**src/rtl/meas_link_pkg.sv**
```systemverilog
// Shared definitions for the oscillator-measurement link: command code, reply size, FSM encoding.
package meas_link_pkg;

  localparam int unsigned BYTE_W      = 8;
  localparam int unsigned REPLY_BYTES = 3;
  localparam logic [BYTE_W-1:0] CMD_MEASURE = 8'h01;

  localparam logic [2:0] ST_IDLE = 3'd0;
  localparam logic [2:0] ST_SEND = 3'd1;
  localparam logic [2:0] ST_RX0  = 3'd2;
  localparam logic [2:0] ST_RX1  = 3'd3;
  localparam logic [2:0] ST_RX2  = 3'd4;
  localparam logic [2:0] ST_DONE = 3'd5;

  typedef enum logic [2:0] {
    IDLE = ST_IDLE,
    SEND = ST_SEND,
    RX0  = ST_RX0,
    RX1  = ST_RX1,
    RX2  = ST_RX2,
    DONE = ST_DONE
  } meas_state_e;

endpackage

```
**src/rtl/reload_timer.sv**
```systemverilog
// Down-counting timeout timer: load restarts at TIMEOUT_CYC-1, tick counts down, expired flags zero.
module reload_timer #(
  parameter int unsigned TIMEOUT_CYC = 50000
) (
  input  logic clk,
  input  logic reset,
  input  logic load,
  input  logic tick,
  output logic expired
);

  localparam int unsigned CNT_W = (TIMEOUT_CYC > 1) ? $clog2(TIMEOUT_CYC) : 1;
  localparam logic [CNT_W-1:0] RELOAD = CNT_W'(TIMEOUT_CYC - 1);

  logic [CNT_W-1:0] count;

  // expired is kept as a register that mirrors (count == 0), so it never glitches
  always_ff @(posedge clk or posedge reset) begin
    if (reset) begin
      count   <= '0;
      expired <= 1'b1;
    end else if (load) begin
      count   <= RELOAD;
      expired <= (RELOAD == '0);
    end else if (tick && !expired) begin
      count   <= count - CNT_W'(1);
      expired <= (count == CNT_W'(1));
    end
  end

endmodule

```
**src/rtl/measure_requester.sv**
```systemverilog
// Host-side measurement initiator: sends one command byte, collects a 3-byte LSB-first reply
// with a per-byte timeout, and publishes the assembled 24-bit result.
module measure_requester
  import meas_link_pkg::*;
#(
  parameter logic [7:0]  CMD_BYTE    = CMD_MEASURE,
  parameter int unsigned TIMEOUT_CYC = 50000,
  parameter int unsigned RES_W       = 24
) (
  input  logic             clk,
  input  logic             reset,
  input  logic             start,
  input  logic             tx_busy,
  output logic             tx_start,
  output logic [7:0]       tx_data,
  input  logic             rx_ready,
  input  logic [7:0]       rx_data,
  output logic [RES_W-1:0] result,
  output logic             result_valid,
  output logic             busy,
  output logic             timeout_err
);

  meas_state_e      state, state_d;
  logic [RES_W-1:0] shadow, shadow_d, result_d;
  logic             tx_start_d, result_valid_d, timeout_err_d;
  logic             tmr_load, tmr_tick, tmr_expired;

  assign tx_data = CMD_BYTE;

  reload_timer #(
    .TIMEOUT_CYC(TIMEOUT_CYC)
  ) u_timer (
    .clk    (clk),
    .reset  (reset),
    .load   (tmr_load),
    .tick   (tmr_tick),
    .expired(tmr_expired)
  );

  // Next-state, byte assembly and output decode
  always_comb begin
    state_d        = state;
    shadow_d       = shadow;
    result_d       = result;
    tx_start_d     = 1'b0;
    result_valid_d = 1'b0;
    timeout_err_d  = timeout_err;
    tmr_load       = 1'b0;
    tmr_tick       = 1'b0;
    case (state)
      IDLE: begin
        if (start) begin
          state_d       = SEND;
          timeout_err_d = 1'b0;
        end
      end
      SEND: begin
        if (!tx_busy) begin
          tx_start_d = 1'b1;
          tmr_load   = 1'b1;
          state_d    = RX0;
        end
      end
      RX0, RX1, RX2: begin
        // A byte arriving in the expiry cycle takes priority over the timeout
        if (rx_ready) begin
          tmr_load = 1'b1;
          if (state == RX0) begin
            shadow_d[0 +: BYTE_W] = rx_data;
            state_d               = RX1;
          end else if (state == RX1) begin
            shadow_d[BYTE_W +: BYTE_W] = rx_data;
            state_d                    = RX2;
          end else begin
            shadow_d[2*BYTE_W +: BYTE_W] = rx_data;
            result_d                     = shadow_d;
            result_valid_d               = 1'b1;
            state_d                      = DONE;
          end
        end else if (tmr_expired) begin
          timeout_err_d = 1'b1;
          state_d       = IDLE;
        end else begin
          tmr_tick = 1'b1;
        end
      end
      DONE:    state_d = IDLE;
      default: state_d = IDLE;
    endcase
  end

  always_ff @(posedge clk or posedge reset) begin
    if (reset) begin
      state        <= IDLE;
      shadow       <= '0;
      result       <= '0;
      tx_start     <= 1'b0;
      result_valid <= 1'b0;
      busy         <= 1'b0;
      timeout_err  <= 1'b0;
    end else begin
      state        <= state_d;
      shadow       <= shadow_d;
      result       <= result_d;
      tx_start     <= tx_start_d;
      result_valid <= result_valid_d;
      busy         <= (state_d != IDLE);
      timeout_err  <= timeout_err_d;
    end
  end

endmodule

```
**config.mk**
```make
export PLATFORM = sky130hd
export DESIGN_NAME = measure_requester
export DESIGN_NICKNAME = d
export VERILOG_FILES = /design/src/rtl/meas_link_pkg.sv /design/src/rtl/reload_timer.sv /design/src/rtl/measure_requester.sv
export SDC_FILE = /design/constraint.sdc
export NUM_CORES = 1
export LEC_CHECK = 0
export CAP_MARGIN = 20
export CORE_MARGIN = 2
export CORE_UTILIZATION = 55
export CTS_CLUSTER_DIAMETER = 50
export DETAILED_ROUTE_END_ITERATION = 6
export DONT_BUFFER_PORTS = 1
export PLACE_DENSITY = 0.76
export RECOVER_POWER = 50
export REMOVE_ABC_BUFFERS = 1
export SYNTH_ARGS = -nofsm -noshare
export SYNTH_HDL_FRONTEND = slang
export SYNTH_HIERARCHICAL = 1
export SYNTH_SLANG_ARGS = --single-unit
export TNS_END_PERCENT = 20
```
**constraint.sdc**
```tcl
create_clock -name clk -period 2.5 [get_ports clk]
set_input_delay 0.5 -clock clk [delete_from_list [all_inputs] [get_ports clk]]
set_output_delay 0.5 -clock clk [all_outputs]
set_load 0.05 [all_outputs]
```
## Word-level counts from Yosys, hierarchy flattened

Index checks and enable logic that the tools add are counted.

| word-level totals | value |
|---|---|
| bits of input ports | 13 |
| register bits after elaboration | 64 |
| output and inout port bits | 36 |

| cells by class | value |
|---|---|
| add/subtract/negate cells | 1 |
| equality and inequality tests | 8 |
| reduce and logical (&&, ||, !) cells | 11 |
| mux-type cells | 26 |
| bitwise logic cells | 2 |

Operators by type and width:

| cell | number |
|---|---|
| two-way mux 16 bit | 2 |
| == test 16 x 1 -> 1 bit, second input constant | 1 |
| two-way mux 1 bit | 16 |
| subtractor 16 x 1 -> 16 bit, second input constant | 1 |
| two-way mux 3 bit | 5 |
| AND reduction 4 bit | 3 |
| case mux 3 bit (3 select lines) | 1 |
| == test 3 x 2 -> 1 bit, second input constant | 2 |
| inequality test 2 bit, second input constant | 2 |
| case mux 1 bit (2 select lines) | 2 |
| nonzero test 2 bit | 2 |
| == test 3 x 1 -> 1 bit, second input constant | 1 |
| == test 3 bit, second input constant | 1 |
| logical NOT 3 bit | 1 |
| AND reduction 3 bit | 1 |
| nonzero test 3 bit | 1 |
| OR reduction 3 bit | 1 |
| inequality test 2 x 1 -> 1 bit, second input constant | 1 |
| inverter 1 bit | 2 |
| logical AND 1 bit | 1 |
| logical NOT 1 bit | 1 |

## Logic depth before layout (Yosys ltp)

| depth | value |
|---|---|
| depth in word-level cells | 6 |
| depth in mapped cells | 8 |

## By module

The synthesis kept the hierarchy.

Modules (own cells, without submodules):

| module | cells each | times used | area each (µm²) |
|---|---|---|---|
| measure_requester | 139 | 1 | 2072.0 |
| reload_timer | 88 | 1 | 900.9 |

## Worst setup path after synthesis

No wires, ideal clock.

| path | value |
|---|---|
| path type | register -> register |
| start point | reg state[0] |
| end point | reg u_timer.count[12] |
| path slack | 392 ps |
| data required time | 2375 ps |
| arrival | 1983 ps |
| stages on the path, launching flop included | 9 |
| setup time | 125 ps |
| buffers on the path | 1 |
| cells stage by stage | dfrtp_1 -> buf_4 -> nor2b_4 -> and2_1 -> o21a_1 -> nor4b_2 -> nand2_1 -> nor4_1 -> mux2_2 |

| on the way | value |
|---|---|
| longest elaborated chain between the ends | 5 |
| elaborated cells between the ends (all ways) | 10 |
| classes of those cells | 4 x eq/ne; 3 x mux; 3 x reduce/logical |

Ends and longest elaborated chain:

| item | line | source |
|---|---|---|
| start, declared | measure_requester.sv:24 | `meas_state_e state, state_d;` |
| start signal, assigned | measure_requester.sv:103 | `state <= state_d;` |
| == test 3 x 2 -> 1 bit / == test 3 bit (equally long branches) | measure_requester.sv:51 | `case (state)` |
| OR reduction 3 bit * | measure_requester.sv:51 |  |
| two-way mux 1 bit * | measure_requester.sv:51 |  |
| via tmr_tick | measure_requester.sv:27 | `logic tmr_load, tmr_tick, tmr_expired;` |
| logical AND 1 bit * | reload_timer.sv:25 | `end else if (tick && !expired) begin` |
| nonzero test 2 bit (no source line) * | n/a |  |
| end signal, assigned | reload_timer.sv:26 | `count <= count - CNT_W'(1);` |
| end, declared | reload_timer.sv:15 | `logic [CNT_W-1:0] count;` |

The timed path passes the listed nets; every way through them passes the cells marked *.
A chain may end at the register's enable or synchronous reset.

## Worst setup path after layout

| path | value |
|---|---|
| start point | reg state[0] |
| end point | reg u_timer.count[13] |

The elaborated chain is that of the path after synthesis.

==> results.toml <==
[clock_tree]
cts_tree = "built"
cts_buffers = 9
htree_levels = 3
root_buffer = "clkbuf_8"
clock-sinks = 64
cts_resized = 0
cts_setup_buffers = 0
clock_latency_ns = 0.33
clk_pin_slew_worst_paths_ns = 0.07
cts_max_path_buffers = 2
cts_hold_buffers = 0

[routing]
wirelength_mm = 5.24
vias = 1707
routedWlPerCell_um = 17.0
via_per_inst = 5.54
drcViolationCount = 0
drt_iter0_drc = 115
drt_pre_antenna_iters = 4
detail-route-antenna-nets = 0

[layout]
fillerInstances = 388
area_delta_synth_final_pct = 6.27
antennaDiodeCount = 0
drive_above_1_share_pct = 29.8
final_nets = 248
utilization_pct = 61.1
ff_latch_area_sq_um = 1600
multiInputGateArea_sq_um = 1210
finish.instance_area_sq_um = 3160

[setup_path]
crit_type = "reg2reg"
arrival_ns = 2.51
end_kind = "flip-flop"
required_ns = 2.76
start_kind = "flip-flop"
cp_max_fo = 8
rr_worst_depth = 7

[grt]
grt_max_degree = 48
grt_overflow = 0
grt_pass1_vias = 1767
antenna_found_initial = 0
grt_use_total_pct = 19.0
grt_pass1_wl_mm = 8.85

[synth]
ys_seq_area_share_pct = 53.9
synthSimpleGateAreaFrac_pct = 13.4
postSynthAreaPerCell_sq_um = 13.1
synth_seq_cells = 64
ys_warn_count = 6
synthAdderAreaFrac_pct = 0.842
synth_area_leaders = "dfrtp_1 53%, mux2_4 9.6%, mux2_2 8.3%"
synth.distinct_cells = 42
synth.top_cell.area_share_pct = 53.0
syn_area_sq_um = 2970
synth_edf_count = 0
async_reset_ff_share_pct = 100
synthMostInstantiatedCell = "dfrtp_1"
synthTopCellsByCount = "63 x dfrtp_1, 22 x mux2_2, 19 x mux2_4"
synth_ff_type = "dfrtp_1"
synth_compound_area_share_pct = 4.67
synthMuxAreaShare_pct = 18.6
synth_top_family_by_area = "multiplexers"
synthXorXnorAreaFrac_pct = 2.65
syn_inst = 227
netlist.top_cell.by_area = "dfrtp_1"

[placement]
place_congestion = 0.800
place_area_sq_um = 2980
io_buffers = 0
hpwl_mm = 3.52

[floorplanning]
core_sq_um = 5170
rows = 26
chipWidth_um = 77.5
ios = 49
die_y_um = 77.5
fp.dieArea_sq_um = 6010
initial_core_util_pct = 57.5

[run]
cap_viol_max_count = 0

[timing]
timing.fmax_ghz = 0.443
hold_violations = 0
slew_headroom_pct = 25.0
period_needed_ns = 2.26
setup_viol = 0
rsz0062_at_grt = "no"
setup_tns_ns = 0
slew_viol_final = 0
worst_pin_slew_ns = 1.13
post-route-period-util_pct = 90.2
whs_ns = 0.141
clock-skew-final_ns = 0.00515

[worst_hold_path]
hold_path.class = "in2async"

[power_and_ir_drop]
power_density_nw_per_um2 = 1310
ir_drop_mv = 0.632
p_leak_nw = 1.36

[run_status]
status = "complete, no violations"
## worst max-delay path, cell delays in order (launching register included)
cell	delay, ns
dfrtp_1	0.50
nor2b_4	0.17
and2_1	0.16
o21a_1	0.19
nor4b_4	0.27
nand2_1	0.21
or4_1	0.53
a21oi_1	0.15
## sequential cells by signal, indices dropped and copies added, names as in the netlist, 3 cells and up
| register | count |
|---|---|
| state | 3 |
| shadow | 16 |
| result | 24 |
| u_timer/count | 16 |
## cell usage in the layout (no fill, tap or decap), types with 5 or more instances in the layout
cell and instances:
nand2_1 12, nor2b_1 5, dfrtp_1 63, mux2_4 19, mux2_2 22, nor2_1 11
xor2_1 6, nand2b_1 9, a21oi_1 11, clkbuf_8 9, conb_1 8
## power breakdown
part | internal (mW) | switching (mW)
Clock | 0.459 | 0.403
Sequential | 1.39 | 0.975
Combinational | 0.514 | 0.401
## cell type report
class                   count  area share, %
clock buffers               9           3.92
clock inverters             7           2.30
inverters                   6          0.713
multi-input cells         147           38.5
flip-flops and latches     64           50.7
well taps                  70           2.77
repair buffers              5           1.11
## path summary, 6_finish.rpt
check	start	to	slack (ns)
max	state[0]	u_timer/count[13]	0.24
min	reset	u_timer/count[12]	0.14
max reg2reg	state[0]	u_timer/count[13]	0.24
min reg2reg	shadow[7]	result[7]	0.50
max in group asynchronous	reset	result[0]	1.40
min in group clk	rx_data[3]	shadow[11]	0.31
## cell families after synthesis
logic type,count (synthesis)
compound gates,23
xor+xnor,9
fa+ha+maj,2
buf+inv,22
flops,64
mux,43
other cells,2
simple gates,62
## layer usage
layer  share of wire (%)  up-vias  track usage [%]
met5                   0        -                0
met4                 1.9        0             10.2
met3                 4.9       11             4.42
met2                  49       61             29.0
met1                  45      851             25.3
li1                    -      784                -
## per-stage QoR
step | setup WS, ns | total power, mW | instances
4_1_cts | 0.242 | 4.18 | 308
3_3_place_gp | 0.321 | 3.23 | 292
5_1_grt | 0.0209 | 4.34 | 308
3_5_place_dp | 0.255 | 3.31 | 292
2_1_floorplan | 0.365 | 3.04 | 217
6_report | 0.244 | 4.14 | 308
(Power assumes the default switching activity.)
